File: src/rtl/psum_accumulator_pkg.sv
// Shared types and helpers for the partial-sum accumulator.
// Holds the FSM state encoding, lane width constants and the saturating add.
package psum_accumulator_pkg;

  typedef enum logic [1:0] {
    PA_IDLE  = 2'd0,
    PA_ACCUM = 2'd1,
    PA_DRAIN = 2'd2
  } pa_state_e;

  // Default geometry of one psum word.
  localparam int PA_DEF_COL     = 4;
  localparam int PA_DEF_PSUM_BW = 16;

  // Widest lane the saturating helper can handle, plus one guard bit.
  localparam int PA_MAX_BW  = 32;
  localparam int PA_WIDE_BW = PA_MAX_BW + 1;

  typedef logic signed [PA_WIDE_BW-1:0] pa_wide_t;

  // Clamp a (bw+1)-bit signed sum, carried in a wide container, to signed bw bits.
  function automatic pa_wide_t sat_add(input pa_wide_t sum, input int bw);
    pa_wide_t one;
    pa_wide_t max_v;
    pa_wide_t min_v;
    one   = pa_wide_t'(1);
    max_v = (one <<< (bw - 1)) - one;
    min_v = -(one <<< (bw - 1));
    if (sum > max_v) begin
      return max_v;
    end else if (sum < min_v) begin
      return min_v;
    end
    return sum;
  endfunction

endpackage

File: src/rtl/psum_lane_sat_add.sv
// One signed lane of the accumulator: either passes the new value through
// (first iteration) or adds it to the stored value with saturation.
module psum_lane_sat_add
  import psum_accumulator_pkg::*;
#(
  parameter int psum_bw = PA_DEF_PSUM_BW
) (
  input  logic signed [psum_bw-1:0] acc_in,
  input  logic signed [psum_bw-1:0] add_in,
  input  logic                      overwrite,
  output logic signed [psum_bw-1:0] sum_out
);

  logic signed [psum_bw:0] raw_sum;

  // Add at one extra bit so the carry is never lost, then saturate back down.
  always_comb begin
    raw_sum = (psum_bw + 1)'(acc_in) + (psum_bw + 1)'(add_in);
    if (overwrite) begin
      sum_out = add_in;
    end else begin
      sum_out = psum_bw'(sat_add(pa_wide_t'(raw_sum), psum_bw));
    end
  end

endmodule

File: src/rtl/psum_accumulator.sv
// Partial-sum accumulator: captures column psum words for every kernel-offset
// iteration, sums them element-wise in a register buffer, then drains the
// final sums one word per handshake.
// Optional macro PSUM_ACC_RELU_EN clamps negative lanes to 0 on the drain path.
module psum_accumulator
  import psum_accumulator_pkg::*;
#(
  parameter int col     = PA_DEF_COL,
  parameter int psum_bw = PA_DEF_PSUM_BW,
  parameter int num_out = 8,
  parameter int kij_len = 9
) (
  input  logic                     clk,
  input  logic                     reset,
  input  logic                     start,
  input  logic                     in_valid,
  input  logic [col*psum_bw-1:0]   in_data,
  input  logic                     iter_done,
  input  logic                     compute_done,
  output logic                     out_valid,
  input  logic                     out_ready,
  output logic [col*psum_bw-1:0]   out_data,
  output logic                     out_last,
  output logic                     busy,
  output logic                     err_overflow
);

  localparam int W      = col * psum_bw;
  localparam int PTR_W  = $clog2(num_out + 1);
  localparam int IDX_W  = (num_out > 1) ? $clog2(num_out) : 1;
  localparam int ITER_W = (kij_len > 1) ? $clog2(kij_len) : 1;

  pa_state_e        state_q, state_d;
  logic             start_q;
  logic [ITER_W-1:0] iter_q, iter_d;
  logic [PTR_W-1:0] wr_ptr_q, wr_ptr_d;
  logic [IDX_W-1:0] rd_ptr_q, rd_ptr_d;
  logic             err_q, err_d;
  logic             out_valid_q, out_valid_d;
  logic             out_last_q, out_last_d;
  logic [W-1:0]     out_data_q, out_data_d;
  logic [W-1:0]     buf_q [num_out];
  logic [W-1:0]     buf_d [num_out];

  logic             start_rise;
  logic             wr_full;
  logic             iter_last;
  logic [IDX_W-1:0] wr_idx;
  logic [IDX_W-1:0] rd_next;
  logic [W-1:0]     acc_word;
  logic [W-1:0]     sum_word;

  assign start_rise = start && !start_q;
  assign wr_full    = (wr_ptr_q == PTR_W'(num_out));
  assign iter_last  = (iter_q == ITER_W'(kij_len - 1));
  assign wr_idx     = wr_ptr_q[IDX_W-1:0];
  assign rd_next    = rd_ptr_q + IDX_W'(1);
  assign acc_word   = buf_q[wr_idx];

  assign out_valid    = out_valid_q;
  assign out_last     = out_last_q;
  assign out_data     = out_data_q;
  assign err_overflow = err_q;
  assign busy         = (state_q != PA_IDLE);

  for (genvar i = 0; i < col; i++) begin : g_lane
    psum_lane_sat_add #(
      .psum_bw (psum_bw)
    ) u_lane (
      .acc_in    (acc_word[i*psum_bw +: psum_bw]),
      .add_in    (in_data[i*psum_bw +: psum_bw]),
      .overwrite (iter_q == '0),
      .sum_out   (sum_word[i*psum_bw +: psum_bw])
    );
  end

  // Drain-side view of a stored word; the buffer itself is never modified here.
  function automatic logic [W-1:0] drain_view(input logic [W-1:0] w);
    logic [W-1:0] r;
    r = w;
`ifdef PSUM_ACC_RELU_EN
    for (int i = 0; i < col; i++) begin
      if (w[i*psum_bw + psum_bw - 1]) begin
        r[i*psum_bw +: psum_bw] = '0;
      end
    end
`endif
    return r;
  endfunction

  // Next-state logic for the FSM, pointers, buffer and registered drain outputs.
  always_comb begin
    state_d     = state_q;
    iter_d      = iter_q;
    wr_ptr_d    = wr_ptr_q;
    rd_ptr_d    = rd_ptr_q;
    err_d       = err_q;
    out_valid_d = out_valid_q;
    out_last_d  = out_last_q;
    out_data_d  = out_data_q;
    buf_d       = buf_q;

    if (start_rise) begin
      state_d     = PA_ACCUM;
      iter_d      = '0;
      wr_ptr_d    = '0;
      rd_ptr_d    = '0;
      err_d       = 1'b0;
      out_valid_d = 1'b0;
      out_last_d  = 1'b0;
      out_data_d  = '0;
    end else begin
      case (state_q)
        PA_IDLE: begin
          if (in_valid) begin
            err_d = 1'b1;
          end
        end
        PA_ACCUM: begin
          if (in_valid) begin
            if (wr_full) begin
              err_d = 1'b1;
            end else begin
              buf_d[wr_idx] = sum_word;
              wr_ptr_d      = wr_ptr_q + PTR_W'(1);
            end
          end
          if (iter_done) begin
            wr_ptr_d = '0;
            if (iter_last) begin
              err_d = 1'b1;
            end else begin
              iter_d = iter_q + ITER_W'(1);
            end
          end
          if (compute_done) begin
            state_d  = PA_DRAIN;
            rd_ptr_d = '0;
          end
        end
        PA_DRAIN: begin
          if (in_valid) begin
            err_d = 1'b1;
          end
          if (!out_valid_q) begin
            out_valid_d = 1'b1;
            out_data_d  = drain_view(buf_q[rd_ptr_q]);
            out_last_d  = (rd_ptr_q == IDX_W'(num_out - 1));
          end else if (out_ready) begin
            if (out_last_q) begin
              state_d     = PA_IDLE;
              out_valid_d = 1'b0;
              out_last_d  = 1'b0;
            end else begin
              rd_ptr_d   = rd_next;
              out_data_d = drain_view(buf_q[rd_next]);
              out_last_d = (rd_next == IDX_W'(num_out - 1));
            end
          end
        end
        default: begin
          state_d = PA_IDLE;
        end
      endcase
    end
  end

  // Control and output registers with synchronous reset.
  always_ff @(posedge clk) begin
    if (reset) begin
      state_q     <= PA_IDLE;
      start_q     <= 1'b0;
      iter_q      <= '0;
      wr_ptr_q    <= '0;
      rd_ptr_q    <= '0;
      err_q       <= 1'b0;
      out_valid_q <= 1'b0;
      out_last_q  <= 1'b0;
      out_data_q  <= '0;
    end else begin
      state_q     <= state_d;
      start_q     <= start;
      iter_q      <= iter_d;
      wr_ptr_q    <= wr_ptr_d;
      rd_ptr_q    <= rd_ptr_d;
      err_q       <= err_d;
      out_valid_q <= out_valid_d;
      out_last_q  <= out_last_d;
      out_data_q  <= out_data_d;
    end
  end

  // Accumulation buffer; contents deliberately survive reset.
  always_ff @(posedge clk) begin
    buf_q <= buf_d;
  end

endmodule

File: config.mk
export PLATFORM = sky130hd
export DESIGN_NAME = psum_accumulator
export DESIGN_NICKNAME = d
export VERILOG_FILES = /design/src/rtl/psum_accumulator_pkg.sv /design/src/rtl/psum_lane_sat_add.sv /design/src/rtl/psum_accumulator.sv
export SDC_FILE = /design/constraint.sdc
export NUM_CORES = 1
export LEC_CHECK = 0
export CORE_UTILIZATION = 35
export DETAILED_ROUTE_END_ITERATION = 8
export HOLD_SLACK_MARGIN = 0.05
export PLACE_DENSITY = 0.59
export SLEW_MARGIN = 20
export SYNTH_ARGS = -nofsm -noshare
export SYNTH_HDL_FRONTEND = slang
export SYNTH_SLANG_ARGS = --single-unit
export TNS_END_PERCENT = 1
File: constraint.sdc
create_clock -name clk -period 9.1 [get_ports clk]
set_clock_uncertainty 0.05 [all_clocks]
set_input_delay 2.73 -clock clk [delete_from_list [all_inputs] [get_ports clk]]
set_output_delay 2.73 -clock clk [all_outputs]
set_load 0.02 [all_outputs]
==> flow_metrics.env, run 1 <==
export IMPL_timing_final_hold_violations=0
export IMPL_grt_pass1_vias=24161
export IMPL_post_dp_cell_area_um2=35700
export IMPL_core_rowCount=112
export IMPL_area_growth_syn_to_layout_pct=15.2
export IMPL_min_path_type="flip-flop to flip-flop"
export IMPL_critical_path_max_stage_delay_ns=0.55
export IMPL_end_kind="flip-flop"
export IMPL_path_max_fanout=17
export IMPL_pre_cts_slack_ns=2.39
export IMPL_drtIter0Drc=2823
export IMPL_power_mw=6.34
export IMPL_clk_pin_slew_ns=0.05
export IMPL_final_cell_mix="512 x edfxtp_1, 257 x a22oi_1, 256 x mux4_2"
export IMPL_vias_per_cell=6.27
export IMPL_min_period_ns=6.16
export IMPL_ys_types=68
export IMPL_nNetsFinal=2669
export IMPL_utilization_pct=40.8
export IMPL_root_buffer="clkbuf_16"
export IMPL_yosysSeqAreaShare_pct=51.5
export IMPL_leakagePower_nw=11.6
export IMPL_die_area_um2=95600
export IMPL_io_buffers=138
export IMPL_p_comb_share_pct=8.0
export IMPL_max_freq_ghz=0.162
export IMPL_relSlewSlack_pct=24.0
export IMPL_power_density_nw_per_um2=167
export IMPL_ctsHoldBuffers=0
export IMPL_pwr_share_seq_pct=47.2
export IMPL_grt_util_all_layers_pct=21.0
export IMPL_cts_buffers_inserted=67
export IMPL_die_h_um=309
export IMPL_ant_nets=0
export IMPL_placed_cells=3708
export IMPL_drc=0
export IMPL_routabilityCongestion=0.881
export IMPL_final_area_um2=38000
export IMPL_antenna_found_initial=1
export IMPL_firstDrtPassIters=6
export IMPL_crit_chain="clkdlybuf4s50_1, ha_1, fa_1, a21o_1, a21oi_1, o21ai_0, a21oi_1, nand3b_1, a31oi_2, o21ai_2, o21ai_0"
export IMPL_layout_commonest_cell="edfxtp_1"
export IMPL_htreeDepth=3
export IMPL_holdWs_ns=0.431
export IMPL_cpMaxStageDelayCell="o21ai_2"
export IMPL_worst_ep_required_time_ns=9.29
export IMPL_cts_sinks=593
export IMPL_coreArea_um2=93300
export IMPL_synth_async_reset_ratio_pct=0
export IMPL_arrival_ns=6.35
export IMPL_maxCapViolCount=0
export IMPL_status="finished clean"
export IMPL_num_antenna_cells=0
export IMPL_slew_violations=0
export IMPL_p_sw_mw=1.46
export IMPL_drive_gt1_share_pct=17.6
export IMPL_syn_area_um2=33000
export IMPL_fin_crit_sh_pct=67.7
export IMPL_irDropWorstVdd_mv=0.107
export IMPL_setup_viol=0
export IMPL_yosys_register_bits=593
export IMPL_yosys_warnings=0
export IMPL_synthCells=2467
export IMPL_cts_tree="yes"
export IMPL_fin_ws_ns=2.94
export IMPL_ys_dominant_reg_cell="edfxtp_1"
export IMPL_wire_per_inst_um=26.5
export IMPL_clock_path_buffers=3
export IMPL_syn_area_per_cell_um2=13.4
export IMPL_synth_edf_count=512
export IMPL_initial_core_util_pct=35.4
export IMPL_grt_start_max_net_pins=123
export IMPL_fill_cells=8597
export IMPL_finalSetupTns_ns=0
export IMPL_startpoint_type="input port"
export IMPL_ios=139
export IMPL_cts_repair_resized=0
export IMPL_die_x_um=309
export IMPL_tightest_slew_ns=1.14
export IMPL_dp_hpwl_um=57700
export IMPL_vias=24029
export IMPL_synth_nets=2613
export IMPL_crit_type="input port to flip-flop"
export IMPL_power_share_clock_pct=44.8
export IMPL_clk_latency_ns=0.61
export IMPL_rsz0062_at_grt="false"
export IMPL_drt_wl_total_um=102000
export IMPL_swShare_pct=23.0
export IMPL_grt_pass1_wl_um=151000
export IMPL_p_int_mw=4.88
export IMPL_grt_ovfl_total=0
export IMPL_post_cts_buffers=0
export IMPL_fin_cells=3831
power by group through the flow:
stage / clock network [mW] / registers (mW) / logic, mW
global placement: 0 / 3.05 / 0.491
finish: 2.84 / 2.99 / 0.507
detailed placement: 0 / 3.05 / 0.502
CTS: 2.90 / 2.99 / 0.504
floorplan: 0 / 3.05 / 0.335
global route: 3.00 / 2.99 / 0.560
cell type report:
| class | instances | area, um2 | share of cell area (%) |
|---|---|---|---|
| repair buffers | 183 | 1760 | 4.62 |
| well taps | 1254 | 1570 | 4.12 |
| multi-input cells | 1656 | 15300 | 40.1 |
| inverters | 22 | 82.6 | 0.217 |
| flip-flops and latches | 593 | 17000 | 44.7 |
| clock inverters | 44 | 604 | 1.59 |
| clock buffers | 79 | 1740 | 4.58 |
worst paths after layout:
check	slack, ns	depth (start not counted)	start	to
worst max-delay path	2.94	11	in_data[32]	buf_q[354]
worst min-delay path	0.43	2	out_data[24]	out_data[24]
worst max register to register	2.97	15	wr_ptr_q[1]	buf_q[494]
worst min register to register	0.43	2	out_data[24]	out_data[24]
synth_stat cells (4+ instances only):
cell type	number	area, um2
nor4_1	4	25.0
edfxtp_1	512	15400
mux4_2	256	5770
nor2_1	153	574
nor3_1	25	125
clkbuf_1	143	537
xor2_1	15	131
a211oi_1	137	1030
mux2i_1	68	681
nand2_1	85	319
xnor2_1	36	315
o21bai_1	6	45.0
o21a_1	5	37.5
nand3_1	14	70.1
nor2b_1	74	463
nand2b_1	8	50.1
and3_1	14	87.6
a31oi_1	8	50.1
or3_1	7	43.8
fa_1	4	80.1
a21o_1	21	158
buf_1	16	60.1
nand4_1	69	432
dfxtp_1	81	1620
a22oi_1	257	1930
inv_1	22	82.6
buf_2	33	165
o21ai_0	78	390
a21oi_1	174	871
o211ai_1	10	75.1
ha_1	71	888
kinds of logic after synthesis:
| logic type | share of synthesized area, % |
|---|---|
| multiplexers | 19.5 |
| adder cells (fa/ha/maj) | 2.93 |
| buffers and inverters | 2.66 |
| flip-flops | 51.5 |
| AO/OA/AOI/OAI | 14.8 |
| AND/OR/NAND/NOR | 7.22 |
| XOR/XNOR | 1.35 |
registers in the layout, indices dropped and copies added, names as in the netlist:
| name | count |
|---|---|
| buf_q | 512 |
| out_data | 64 |
| iter_q | 4 |
| wr_ptr_q | 4 |
| rd_ptr_q | 3 |
| state_q | 2 |
| err_overflow | 1 |
| out_last | 1 |
| out_valid | 1 |
| start_q | 1 |
worst max-delay path, delay by kind of cell:
family / cells / cell delay, ns
compound gates: 7 / 2.29
fa+ha+maj: 2 / 0.68
buf+inv: 1 / 0.45
simple gates: 1 / 0.19
per-layer routing:
metal | wire length, um | GRT usage, %
met1 | 40400 | 27.2
met2 | 48900 | 34.9
met3 | 9060 | 3.67
met4 | 3350 | 8.35
met5 | 0 | 0
(Power assumes the default switching activity.)
==> run 2: changes to the inputs <==
==> constraint.sdc (replaced) <==
create_clock -name clk -period 6.2 [get_ports clk]
set_clock_uncertainty 0.05 [all_clocks]
set_input_delay 1.86 -clock clk [delete_from_list [all_inputs] [get_ports clk]]
set_output_delay 1.86 -clock clk [all_outputs]
set_load 0.02 [all_outputs]
==> flow_metrics.env, run 2 (synthesis gave the netlist of run 1 again) <==
export IMPL_crit_type="flip-flop to flip-flop"
export IMPL_core_rowCount=112
export IMPL_r2r_cells=14
export IMPL_coreArea_um2=93300
export IMPL_grt_pass1_vias=24368
export IMPL_pwr_share_seq_pct=46.8
export IMPL_holdPathStages=2
export IMPL_firstDrtPassIters=6
export IMPL_fill_cells=8556
export IMPL_layout_commonest_cell="edfxtp_1"
export IMPL_worstHoldEndpoint="out_data[10]"
export IMPL_timing_final_hold_violations=0
export IMPL_htreeDepth=3
export IMPL_maxCapViolCount=0
export IMPL_min_period_ns=5.47
export IMPL_tightest_slew_ns=1.20
export IMPL_grt_pass1_wl_um=152000
export IMPL_worstReg2RegEnd="buf_q[423]"
export IMPL_slew_violations=0
export IMPL_irDropWorstVdd_mv=0.188
export IMPL_fin_crit_sh_pct=88.2
export IMPL_clk_latency_ns=0.63
export IMPL_root_buffer="clkbuf_16"
export IMPL_path_max_fanout=16
export IMPL_ant_nets=0
export IMPL_power_share_clock_pct=45.2
export IMPL_post_dp_cell_area_um2=36000
export IMPL_post_cts_buffers=0
export IMPL_r2r_setup_slack_ns=0.73
export IMPL_cts_repair_resized=0
export IMPL_grt_ovfl_total=0
export IMPL_grt_util_all_layers_pct=21.1
export IMPL_end_kind="flip-flop"
export IMPL_drc=0
export IMPL_grt_start_max_net_pins=119
export IMPL_vias_per_cell=6.22
export IMPL_rsz0062_at_grt="false"
export IMPL_largest_reg_flops=512
export IMPL_power_density_nw_per_um2=244
export IMPL_drive_gt1_share_pct=18.4
export IMPL_area_growth_syn_to_layout_pct=16.4
export IMPL_cts_buffers_inserted=69
export IMPL_cts_tree="yes"
export IMPL_ctsHoldBuffers=0
export IMPL_relSlewSlack_pct=20.2
export IMPL_clock_path_buffers=3
export IMPL_cts_sinks=593
export IMPL_wire_per_inst_um=26.4
export IMPL_final_cell_mix="512 x edfxtp_1, 257 x a22oi_1, 256 x mux4_2"
export IMPL_ios=139
export IMPL_top_register="buf_q"
export IMPL_num_antenna_cells=0
export IMPL_leakagePower_nw=11.9
export IMPL_dp_hpwl_um=62500
export IMPL_p_comb_share_pct=8.0
export IMPL_swShare_pct=23.1
export IMPL_arrival_ns=5.68
export IMPL_min_from="out_data[10]"
export IMPL_final_area_um2=38400
export IMPL_max_freq_ghz=0.183
export IMPL_drtIter0Drc=2748
export IMPL_setup_viol=0
export IMPL_p_int_mw=7.23
export IMPL_nNetsFinal=2704
export IMPL_die_area_um2=95600
export IMPL_worst_ep_required_time_ns=6.42
export IMPL_power_mw=9.39
export IMPL_rr_startpoint="wr_ptr_q[1]"
export IMPL_p_sw_mw=2.17
export IMPL_status="finished clean"
export IMPL_initial_core_util_pct=35.4
export IMPL_min_path_type="flip-flop to flip-flop"
export IMPL_vias=24064
export IMPL_antenna_found_initial=0
export IMPL_routabilityCongestion=0.862
export IMPL_io_buffers=138
export IMPL_clk_pin_slew_ns=0.06
export IMPL_drt_wl_total_um=102000
export IMPL_die_x_um=309
export IMPL_startpoint_type="flip-flop"
export IMPL_die_h_um=309
run 2: through the flow:
step | instances | hold slack, ns | util (%) | setup slack [ns] | TNS (ns)
after global routing | 3869 | 0.472 | 41.2 | 0.348 | 0
after floorplan | 2467 | 0.430 | - | -1.15 | -220.32
after detailed placement | 3741 | 0.431 | 38.6 | 0.314 | 0
final | 3869 | 0.437 | 41.2 | 0.735 | 0
after CTS | 3869 | 0.444 | 41.2 | 0.760 | 0
after global placement | 3741 | 0.419 | 38.6 | 0.475 | 0
run 2: worst max path at each step:
| stage | cells after the start | slack, ns | to | start |
|---|---|---|---|---|
| finish | 14 | 0.73 | buf_q[423] | wr_ptr_q[1] |
| global route | 14 | 0.35 | buf_q[98] | wr_ptr_q[1] |
| CTS | 14 | 0.76 | buf_q[295] | wr_ptr_q[1] |
| detailed placement | 11 | 0.31 | buf_q[103] | in_data[33] |
| global placement | 11 | 0.48 | buf_q[226] | in_data[33] |
| floorplan | 4 | -1.15 | buf_q[256] | in_valid |
run 2: layer usage:
metal,track usage [%],vias up,routed length (um)
li1,-,10332,-
met1,27.6,12222,41200
met5,0,-,0
met3,3.62,241,8850
met4,8.52,0,3430
met2,34.6,1269,48700
run 2: final cells by class:
class	count	area, um2	share of cell area, %
clock buffers	81	1790	4.67
clock inverters	47	599	1.56
repair buffers	216	2090	5.45
well taps	1254	1570	4.08
inverters	22	82.6	0.215
multi-input cells	1656	15300	39.7
flip-flops and latches	593	17000	44.3
run 2: worst max-delay path: stages (launching register included):
cell and delay [ns]:
dfxtp_1 0.57, inv_1 0.24, and3_2 0.46, a22oi_1 0.27, nand4_1 0.29, ha_1 0.46
and4_1 0.21, a211oi_1 0.24, o21a_1 0.25, o21ai_1 0.13, a211oi_1 0.29, xnor2_1 0.37
buf_4 0.31, o21ai_2 0.14, o21ai_0 0.84
run 2: power groups by stage:
stage / Sequential, mW / Combinational, mW / Clock (mW)
after CTS: 4.40 / 0.744 / 4.33
after detailed placement: 4.48 / 0.741 / 0
after floorplan: 4.48 / 0.492 / 0
after global routing: 4.40 / 0.829 / 4.47
after global placement: 4.48 / 0.726 / 0
final: 4.40 / 0.747 / 4.25
